==> src/rtl/key_bounce_gen_if.sv <==
// key_bounce_gen_if -- request/status bundle for the key bounce generator.
// master: the stimulus side that requests presses and watches the key.
// slave : the generator itself.
interface key_bounce_gen_if;
   logic start;
   logic abort;
   logic key_out;
   logic clean_key;
   logic busy;
   logic done;

   modport master (
      output start, abort,
      input  key_out, clean_key, busy, done
   );

   modport slave (
      input  start, abort,
      output key_out, clean_key, busy, done
   );
endinterface

==> src/rtl/key_bounce_gen.sv <==
// key_bounce_gen -- produces one bouncy key press per start request:
// a noisy falling window, a stable low hold, a noisy rising window.
// Optional feature macro: KEY_BOUNCE_EN adds LFSR noise to key_out inside
// the bounce windows; without it key_out is simply the clean key level.
module key_bounce_gen #(
   parameter int         BOUNCE_CYC = 20,
   parameter int         HOLD_CYC   = 50,
   parameter logic [7:0] LFSR_SEED  = 8'hA5
) (
   input  logic             clk,
   input  logic             rst,
   key_bounce_gen_if.slave  bus
);

   typedef enum logic [1:0] {
      IDLE   = 2'd0,
      BNC_DN = 2'd1,
      HOLD   = 2'd2,
      BNC_UP = 2'd3
   } state_t;

   localparam int MAX_CYC = (BOUNCE_CYC > HOLD_CYC) ? BOUNCE_CYC : HOLD_CYC;
   localparam int CNT_W   = $clog2(MAX_CYC + 1);

   // The counter holds "cycles left after this one", so the last cycle of a
   // phase is the one where it reads zero.
   localparam logic [CNT_W-1:0] BNC_LOAD  = CNT_W'(BOUNCE_CYC - 1);
   localparam logic [CNT_W-1:0] HOLD_LOAD = CNT_W'(HOLD_CYC - 1);
   localparam logic [CNT_W-1:0] CNT_ZERO  = '0;
   localparam logic [CNT_W-1:0] CNT_ONE   = CNT_W'(1);

   state_t           state_q, state_d;
   logic [CNT_W-1:0] cnt_q, cnt_d;
   logic             key_out_q, key_out_d;
   logic             clean_key_q, clean_key_d;
   logic             busy_q, busy_d;
   logic             done_q, done_d;

`ifdef KEY_BOUNCE_EN
   logic [7:0]       lfsr_q, lfsr_d;
`endif

   // Next state, counter reload/decrement, and the registered outputs that
   // belong to the next state, so each output lines up with its state.
   always_comb begin
      // NOTE: every variable gets a default first so no path leaves one unassigned (no latch).
      state_d     = state_q;
      cnt_d       = cnt_q;
`ifdef KEY_BOUNCE_EN
      lfsr_d      = {lfsr_q[6:0], lfsr_q[7] ^ lfsr_q[5] ^ lfsr_q[4] ^ lfsr_q[3]};
`endif

      unique case (state_q)
         IDLE: begin
            // abort beats start when both arrive together
            if (bus.start && !bus.abort) begin
               state_d = BNC_DN;
               cnt_d   = BNC_LOAD;
            end
         end
         BNC_DN: begin
            if (bus.abort) begin
               state_d = BNC_UP;
               cnt_d   = BNC_LOAD;
            end else if (cnt_q == CNT_ZERO) begin
               state_d = HOLD;
               cnt_d   = HOLD_LOAD;
            end else begin
               cnt_d   = cnt_q - CNT_ONE;
            end
         end
         HOLD: begin
            if (bus.abort || cnt_q == CNT_ZERO) begin
               state_d = BNC_UP;
               cnt_d   = BNC_LOAD;
            end else begin
               cnt_d   = cnt_q - CNT_ONE;
            end
         end
         BNC_UP: begin
            // abort is deliberately ignored here; the release window finishes
            if (cnt_q == CNT_ZERO) begin
               state_d = IDLE;
               cnt_d   = CNT_ZERO;
            end else begin
               cnt_d   = cnt_q - CNT_ONE;
            end
         end
         default: begin
            state_d = IDLE;
            cnt_d   = CNT_ZERO;
         end
      endcase

      busy_d      = (state_d != IDLE);
      done_d      = (state_q == BNC_UP) && (state_d == IDLE);
      clean_key_d = (state_d == IDLE) || (state_d == BNC_UP);

`ifdef KEY_BOUNCE_EN
      // Noise during the windows, but each window ends on its settled level.
      unique case (state_d)
         BNC_DN:  key_out_d = (cnt_d == CNT_ZERO) ? 1'b0 : lfsr_d[0];
         HOLD:    key_out_d = 1'b0;
         BNC_UP:  key_out_d = (cnt_d == CNT_ZERO) ? 1'b1 : lfsr_d[0];
         default: key_out_d = 1'b1;
      endcase
`else
      key_out_d   = clean_key_d;
`endif
   end

   // State, counter, noise source and output registers.
   always_ff @(posedge clk or posedge rst) begin
      if (rst) begin
         state_q     <= IDLE;
         cnt_q       <= CNT_ZERO;
         key_out_q   <= 1'b1;
         clean_key_q <= 1'b1;
         busy_q      <= 1'b0;
         done_q      <= 1'b0;
`ifdef KEY_BOUNCE_EN
         lfsr_q      <= LFSR_SEED;
`endif
      end else begin
         // NOTE: non-blocking so every register samples the pre-edge values together.
         state_q     <= state_d;
         cnt_q       <= cnt_d;
         key_out_q   <= key_out_d;
         clean_key_q <= clean_key_d;
         busy_q      <= busy_d;
         done_q      <= done_d;
`ifdef KEY_BOUNCE_EN
         lfsr_q      <= lfsr_d;
`endif
      end
   end

   assign bus.key_out   = key_out_q;
   assign bus.clean_key = clean_key_q;
   assign bus.busy      = busy_q;
   assign bus.done      = done_q;

endmodule

==> src/flat_wrapper.sv <==
// flat-port wrapper written by rule: the top's interface ports become plain ports
module key_bounce_gen_flat 
#(
   parameter int         BOUNCE_CYC = 20,
   parameter int         HOLD_CYC   = 50,
   parameter logic [7:0] LFSR_SEED  = 8'hA5
)
  (clk, rst, bus_start, bus_abort, bus_key_out, bus_clean_key, bus_busy, bus_done);
  key_bounce_gen_if bus_i ();
  input  logic clk;
  input  logic rst;
  input wire logic [$bits(bus_i.start)-1:0] bus_start;
  input wire logic [$bits(bus_i.abort)-1:0] bus_abort;
  output wire logic [$bits(bus_i.key_out)-1:0] bus_key_out;
  output wire logic [$bits(bus_i.clean_key)-1:0] bus_clean_key;
  output wire logic [$bits(bus_i.busy)-1:0] bus_busy;
  output wire logic [$bits(bus_i.done)-1:0] bus_done;
  assign bus_i.start = bus_start;
  assign bus_i.abort = bus_abort;
  assign bus_key_out = bus_i.key_out;
  assign bus_clean_key = bus_i.clean_key;
  assign bus_busy = bus_i.busy;
  assign bus_done = bus_i.done;
  key_bounce_gen #(.BOUNCE_CYC(BOUNCE_CYC), .HOLD_CYC(HOLD_CYC), .LFSR_SEED(LFSR_SEED)) u_core (.clk(clk), .rst(rst), .bus(bus_i));
endmodule
==> config.mk <==
export PLATFORM = sky130hd
export DESIGN_NAME = key_bounce_gen_flat
export DESIGN_NICKNAME = d
export VERILOG_FILES = /design/src/rtl/key_bounce_gen_if.sv /design/src/rtl/key_bounce_gen.sv /design/src/flat_wrapper.sv
export SDC_FILE = /design/constraint.sdc
export NUM_CORES = 1
export LEC_CHECK = 0
export CAP_MARGIN = 25
export CORE_MARGIN = 8
export CORE_UTILIZATION = 40
export DETAILED_ROUTE_END_ITERATION = 6
export PLACE_DENSITY_LB_ADDON = 0.05
export SLEW_MARGIN = 0
export SYNTH_ARGS = -nofsm -noshare
export SYNTH_HDL_FRONTEND = slang
export SYNTH_SLANG_ARGS = --single-unit
==> constraint.sdc <==
create_clock -name clk -period 1.5 [get_ports clk]
set_input_delay 0.375 -clock clk [delete_from_list [all_inputs] [get_ports clk]]
set_output_delay 0.375 -clock clk [all_outputs]
set_load 0.05 [all_outputs]
# Yosys cells after proc, flatten, opt, wreduce, memory -nomap -nowiden
# Cells that the tools add are included.
# totals
ramBits	0
mem_bits_ro	0
mem_count	0
ff_bits	11
latchBits	0
# op_classes
n_div	0
addsub	1
eq_ne	5
n_reduce_logical	9
n_mul	0
n_lt_le_gt_ge	0
muxes	12
n_bitwise	0
shift	0
# op_table
cell	count
6-bit two-way mux	5
6-bit case mux with 4 select lines	1
2-bit two-way mux	5
2-bit case mux with 4 select lines	1
2-bit equality test, second input constant	3
6-bit logical NOT	1
6-bit by 1-bit subtractor with 6-bit output, second input constant	1
2-bit logical NOT	2
2-bit by 1-bit equality test with 1-bit output, second input constant	1
1-bit logical AND	2
1-bit logical OR	2
2-bit by 1-bit != test with 1-bit output, second input constant	1
2-bit nonzero test	1
1-bit logical NOT	1

# Longest topological paths before layout
# Gate-level depths: netlist of the first run.
# depth
ltp_word	6
ltp_mapped	8
mapped_depth_nobuf	8

# Worst setup path before layout of the first run
# Ideal clock, no wire load.
# synth_timing
path_type	reg2reg
from	reg u_core.cnt_q[0]
to	reg u_core.done_q (netlist: u_core.bus.done)
stages_incl_launch_ff	9
t_required_ns	1.380
slack_ns	-0.209
setup_ns	0.120
t_arrival_ns	1.589
path_cell_list	dfrtp_1 -> inv_1 -> ha_1 -> nor3b_4 -> a21oi_2 -> and2b_2 -> o21ai_0 -> ha_1 -> and3_1
# synth_via
elab_chain_len	6
word_cells_on_any_way	9
classes_between	mux: 5; reduce/logical: 4
# synth_lines
element	line_no	source
start: declaration	key_bounce_gen.sv:33	logic [CNT_W-1:0] cnt_q, cnt_d;
start signal: assignment	key_bounce_gen.sv:127	cnt_q <= cnt_d;
6-bit logical NOT (*)	key_bounce_gen.sv:65, key_bounce_gen.sv:73, key_bounce_gen.sv:82	
2-bit two-way mux or 1-bit logical OR (tied branches)	key_bounce_gen.sv:65, key_bounce_gen.sv:73	
2-bit two-way mux, on equally long branches	key_bounce_gen.sv:62, key_bounce_gen.sv:73	
2-bit case mux with 4 select lines (*)	key_bounce_gen.sv:53	unique case (state_q)
2-bit logical NOT (*)	key_bounce_gen.sv:96	done_d = (state_q == BNC_UP) && (state_d == IDLE);
1-bit logical AND (*)	key_bounce_gen.sv:96	
via u_core.done_d	key_bounce_gen.sv:37	logic done_q, done_d;
end signal: assignment	key_bounce_gen.sv:131	done_q <= done_d;
end: declaration	key_bounce_gen.sv:37	
# The timed path passes the listed nets; every way through them passes the cells marked *.
# A chain may end at the register's enable or synchronous reset.

# Worst setup path after layout of the first run
# Same ends and word-level chain as after synthesis.

==> out/qor.csv, run 1 <==
metric,value,unit
finalSetupViolCount,11,
grt_pass1_wl,2400,um
antenna_found_initial,0,
mostFrequentLayoutCell,buf_4,
powerDensity,1830,nW/um^2
clk_latency,260,ps
synth_edf_count,0,
pre_cts_ws,-415,ps
end_kind,register,
cts_buffers,3,
final.min_clock_period,1710,ps
synth_flop_cell,dfrtp_1,
die_area,3240,um^2
crit_required,1660,ps
ys_ff_latch,11,
htree_levels,1,
post-route-drc-count,0,
grt_pass1_vias,547,
port_buffers,7,
syn_avg_cell_area,9.45,um^2
syn_nets,77,
ys_seq_area_share,41.2,%
vias,580,
cts_tree,yes,
relSlewSlack,72.1,%
core,1540,um^2
area_growth_syn_to_layout,45.0,%
start_util,43.5,%
post_drt_wl_per_cell,14.0,um
place_congestion,0.783,
final_cell_mix,"12 x buf_4, 10 x dfrtp_1, 6 x inv_1",
synth_area,671,um^2
path_delay_family,simple AND/OR/NAND/NOR gates,
drive_above_1_share,45.2,%
seqPwrFrac,30.5,%
timing.hold.ws,394,ps
ys_async_sr_fraction,100,%
drt_iter0_markers,27,
power_switching_share,38.9,%
leakage,0.444,nW
worst_pin_slew,418,ps
vdd_drop_max,1010,uV
grt_usage,9.20,%
io_pins,8,
hpwl,1070,um
root_buffer,clkbuf_4,
yosysWarnings,0,
rsz0062_at_grt,true,
grt_max_degree,13,
period_share,114,%
clkPwrFrac,11.3,%
synth_cell_types,35,
maxSlewViolCount,0,
failed_checks,setup timing,
p_int,1.09,mW
nets,100,
arrival,1870,ps
row_count,14,
finalHoldViolCount,0,
fillers,128,
first_pass_iters,4,
crit_fanout,3,
status,"finished, violations left",
postCtsHoldBufs,0,
antenna_cells,0,
regArea,277,um^2
clk_pin_slew,70,ps
multiInputGateArea,394,um^2
fmax,584,MHz
die_width,56.9,um
syn-instance-count,71,
finalWirelength,1530,um
fp.dieH,56.9,um
clock_skew,4.85,ps
slowest_delay,390,ps
postRouteAntennaNets,0,
crit_type,register to register,
critPathBufInv,1,
crit_chain,"inv_2, ha_4, nor3b_4, a21oi_2, and2b_2, o21ai_2, ha_2, and3_4",
combPwrFrac,58.1,%
switchingPower,0.691,mW
max_cap_viol_count,0,
clock_sinks,11,
post_drt_via_cell_ratio,5.32,
setup_ws,-212,ps
crit_path_start_kind,register,
grt.overflow.total,0,
hold_class,input port to async pin,
clk_path_buf_depth,2,
cpMaxStageDelayCell,dfrtp_1,
==> cells by family after synthesis <==
family / count (synthesis) / share of synthesized area (%)
adders and majority gates: 3 / 5.41
buffers and inverters: 12 / 7.65
muxes: 3 / 4.85
AOI/OAI and AO/OA: 20 / 19.8
DFF: 11 / 41.2
xor gates and xnor gates: 2 / 2.61
and+or+nand+nor: 20 / 18.5
==> layer usage <==
metal / vias up / wire length, um / share of wire, % / global-route usage (%)
met5: - / 0 / 0 / 0
met1: 272 / 737 / 48 / 11.8
li1: 292 / - / - / -
met3: 2 / 68 / 4.5 / 3.10
met2: 14 / 710 / 46 / 13.2
met4: 0 / 10 / 0.65 / 5.03
==> per-stage QoR <==
stage | area (um^2) | power [mW] | instances | util [%] | TNS [ps]
CTS | 916 | 1.66 | 108 | 59.4 | -1060
floorplan | 676 | 1.08 | 71 | - | -437
finish | 972 | 1.78 | 109 | 63.1 | -1180
global placement | 886 | 1.43 | 104 | 57.5 | -3250
global route | 972 | 1.91 | 109 | 63.1 | -1950
detailed placement | 886 | 1.43 | 104 | 57.5 | -3550
==> registers in the layout, summed over array words and instances, names as in the netlist <==
name / count
u_core.bus.busy: 1
u_core.bus.done: 1
u_core.bus.key_out: 1
u_core.cnt_q: 6
u_core.state_q: 2
==> Yosys cell counts (2+ instances only) <==
| library cell | n | area (um^2) |
|---|---|---|
| dfrtp_1 | 10 | 250 |
| inv_1 | 9 | 33.8 |
| o21ai_0 | 6 | 30.0 |
| a21oi_1 | 4 | 20.0 |
| nor2_1 | 4 | 15.0 |
| nand2_1 | 3 | 11.3 |
| and3_1 | 2 | 12.5 |
| buf_2 | 2 | 10.0 |
| ha_1 | 2 | 25.0 |
| mux2_2 | 2 | 22.5 |
| nor2b_1 | 2 | 12.5 |
| o22ai_1 | 2 | 12.5 |
==> power groups by stage <==
stage / registers (mW) / logic, mW / clock network (mW)
after floorplan: 0.529 / 0.554 / 0
after global placement: 0.533 / 0.894 / 0
after detailed placement: 0.533 / 0.899 / 0
after CTS: 0.532 / 0.919 / 0.208
after global routing: 0.555 / 1.13 / 0.227
final: 0.543 / 1.03 / 0.201
==> layout make-up <==
| type | count | share of cell area, % |
|---|---|---|
| flip-flops and latches | 11 | 28.4 |
| repair buffers | 21 | 22.8 |
| clock buffers | 4 | 2.70 |
| well taps | 16 | 2.06 |
| multi-input cells | 48 | 40.5 |
| inverters | 9 | 3.47 |
==> worst register-to-register path: cells and delay by family, from the launching register on <==
kind | cells | cell delay, ps
adder cells (fa/ha/maj) | 2 | 320
buffers and inverters | 1 | 80
AND/OR/NAND/NOR | 3 | 640
AO/OA/AOI/OAI | 2 | 170
flip-flops | 1 | 390
==> worst paths after layout <==
path,slack (ps),start,cells after the start,end
worst max-delay path,-210,u_core.cnt_q[0]$_DFFE_PP0P_,8,u_core.bus.done$_DFF_PP0_
worst min-delay path,390,rst,2,u_core.cnt_q[2]$_DFFE_PP0P_
worst max register to register,-210,u_core.cnt_q[0]$_DFFE_PP0P_,8,u_core.bus.done$_DFF_PP0_
worst min register to register,580,u_core.cnt_q[0]$_DFFE_PP0P_,2,u_core.cnt_q[0]$_DFFE_PP0P_
max in group asynchronous,780,rst,2,u_core.bus.key_out$_DFF_PP1_
min in group clk,580,u_core.cnt_q[0]$_DFFE_PP0P_,2,u_core.cnt_q[0]$_DFFE_PP0P_
==> repair_timing <==
action	CTS	global route
buffers inserted	0	1
endpoints found under the setup margin	11	11
pin swaps	5	5
gates resized for setup	4	12
(Power assumes the default switching activity.)
==> run 2: changes to the inputs <==
- ABC_CLOCK_PERIOD_IN_PS: not set -> 1500
==> results of run 2 <==
Same layout as run 1: the final DEF is identical, and so are final timing and power.
==> run 3: changes to the inputs <==
- SETUP_SLACK_MARGIN: not set -> 0.02
==> run 3 against run 2 <==
  * The flow still finishes with violations (setup timing)
  * Cell count grew 1.8%
  * Register-to-register slack gained 20 ps
  * Total power shrank 4.0%
  * Die area is the same
  * Worst setup slack gained 24 ps
  * Combinational power shrank 6%
  * Clock skew grew 2.1 ps
  * Sequential share of layout area grew 0.64 points
  * Global-route usage grew 0.68 points
  * Critical path depth is the same
  * Clock-buffer cell count is the same
  * Sequential power is essentially flat
  * Critical path type unchanged
==> out/qor.csv, run 3 (synthesized netlist as in run 1, its figures left out) <==
metric,value,unit
drt_iter0_markers,9,
drive_above_1_share,42.1,%
postCtsHoldBufs,0,
grt_usage,9.87,%
core,1540,um^2
post-route-drc-count,0,
row_count,14,
antenna_found_initial,0,
grt.overflow.total,0,
place_congestion,0.830,
worst_pin_slew,427,ps
regArea,277,um^2
largest_register,u_core.cnt_q,
vdd_drop_max,823,uV
max_cap_viol_count,0,
status,"finished, violations left",
crit_path_start_kind,register,
end_kind,register,
fp.dieH,56.9,um
finalHoldViolCount,0,
grt_pass1_vias,557,
crit_chain,"inv_1, ha_2, nor3b_4, a21oi_2, and2b_2, o21ai_2, ha_2, and3_1",
clock_sinks,11,
die_area,3240,um^2
maxSlewViolCount,0,
setup_ws,-189,ps
vias,568,
htree_levels,1,
first_pass_iters,4,
die_width,56.9,um
slowest_delay,380,ps
fillers,131,
clock_skew,6.91,ps
start_util,43.5,%
final_cell_mix,"16 x buf_4, 10 x dfrtp_1, 8 x inv_1, 5 x o21ai_0",
root_buffer,clkbuf_4,
powerDensity,1790,nW/um^2
relSlewSlack,71.5,%
area_growth_syn_to_layout,41.8,%
layoutNonFillerInstCount,111,
multiInputGateArea,364,um^2
fmax,592,MHz
place_area,893,um^2
crit_path_frequent_cell,ha_2,
mostFrequentLayoutCell,buf_4,
post_drt_wl_per_cell,12.8,um
port_buffers,7,
dpl.cell_count,105,
hold_class,input port to async pin,
cts_buffers,3,
finalSetupViolCount,10,
grt_pass1_wl,2530,um
leakage,0.441,nW
hpwl,1130,um
reg.largest.list,"u_core.cnt_q (6), u_core.state_q (2)",
largest_reg_flops,6,
rsz0062_at_grt,true,
final.min_clock_period,1690,ps
nets,102,
grt_max_degree,13,
crit_fanout,3,
io_pins,8,
crit_type,register to register,
post_drt_via_cell_ratio,5.12,
cpMaxStageDelayCell,dfrtp_1,
failed_checks,setup timing,
final_area,951,um^2
arrival,1840,ps
crit_required,1650,ps
clk_pin_slew,80,ps
clk_latency,260,ps
antenna_cells,0,
postRouteAntennaNets,0,
clk_path_buf_depth,2,
period_share,113,%
cts_tree,yes,
finalWirelength,1420,um
[run 3: cell count changes in the layout (fill, tap and decap cells not counted), sizes merged]
cell and change:
buf +2, clkdlybuf4s50 +1, dlygate4sd2 -1
[run 3: timing repair]
action / in CTS / in global routing
setup endpoints to repair: 11 / 11
buffers inserted: 2 / 0
pin swaps: 3 / 2
resized for setup: 3 / 3
[run 3: area by class of cell]
| type | instances | area share, % |
|---|---|---|
| clock buffers | 4 | 2.76 |
| inverters | 9 | 3.55 |
| flip-flops and latches | 11 | 29.1 |
| repair buffers | 23 | 24.2 |
| multi-input cells | 48 | 38.3 |
| well taps | 16 | 2.11 |
[run 3: report_power, final]
part / internal, mW / switching [mW] / leakage, nW
Clock: 0.103 / 0.0973 / 0.0150
Sequential: 0.411 / 0.129 / 0.124
Combinational: 0.552 / 0.414 / 0.302
Total: 1.07 / 0.641 / 0.441
[run 3: path summary, 6_finish.rpt]
path	startpoint	end	slack (ps)	cells after the start
max	u_core.cnt_q[1]$_DFFE_PP0P_	u_core.bus.done$_DFF_PP0_	-190	8
min	rst	u_core.cnt_q[4]$_DFFE_PP0P_	400	2
max reg2reg	u_core.cnt_q[1]$_DFFE_PP0P_	u_core.bus.done$_DFF_PP0_	-190	8
min reg2reg	u_core.cnt_q[1]$_DFFE_PP0P_	u_core.cnt_q[1]$_DFFE_PP0P_	610	2
max in group asynchronous	rst	u_core.bus.key_out$_DFF_PP1_	760	2
min in group clk	u_core.cnt_q[1]$_DFFE_PP0P_	u_core.cnt_q[1]$_DFFE_PP0P_	610	2
[run 3: per-stage QoR]
step | setup WS, ps | util, % | hold slack [ps] | setup TNS, ps | power (mW)
after detailed placement | -361 | 58.0 | 547 | -2720 | 1.44
after CTS | -202 | 61.4 | 419 | -1210 | 1.71
after floorplan | -171 | - | 227 | -437 | 1.08
final | -189 | 61.7 | 405 | -941 | 1.71
after global placement | -349 | 58.0 | 539 | -2450 | 1.43
after global routing | -284 | 61.7 | 449 | -2020 | 1.86
[run 3: worst max-delay path, delay by kind of cell (launching register included)]
kind / cells / cell delay, ps
AOI/OAI and AO/OA: 2 / 160
adders and majority gates: 2 / 340
buffers and inverters: 1 / 60
DFF: 1 / 380
and+or+nand+nor: 3 / 630
[run 3: per-layer routing]
| layer | global-route usage [%] | share of wire (%) | up-vias |
|---|---|---|---|
| li1 | - | - | 296 |
| met1 | 12.6 | 52 | 266 |
| met2 | 13.6 | 43 | 4 |
| met3 | 3.76 | 3.1 | 2 |
| met4 | 6.04 | 1.1 | 0 |
| met5 | 0 | 0 | - |
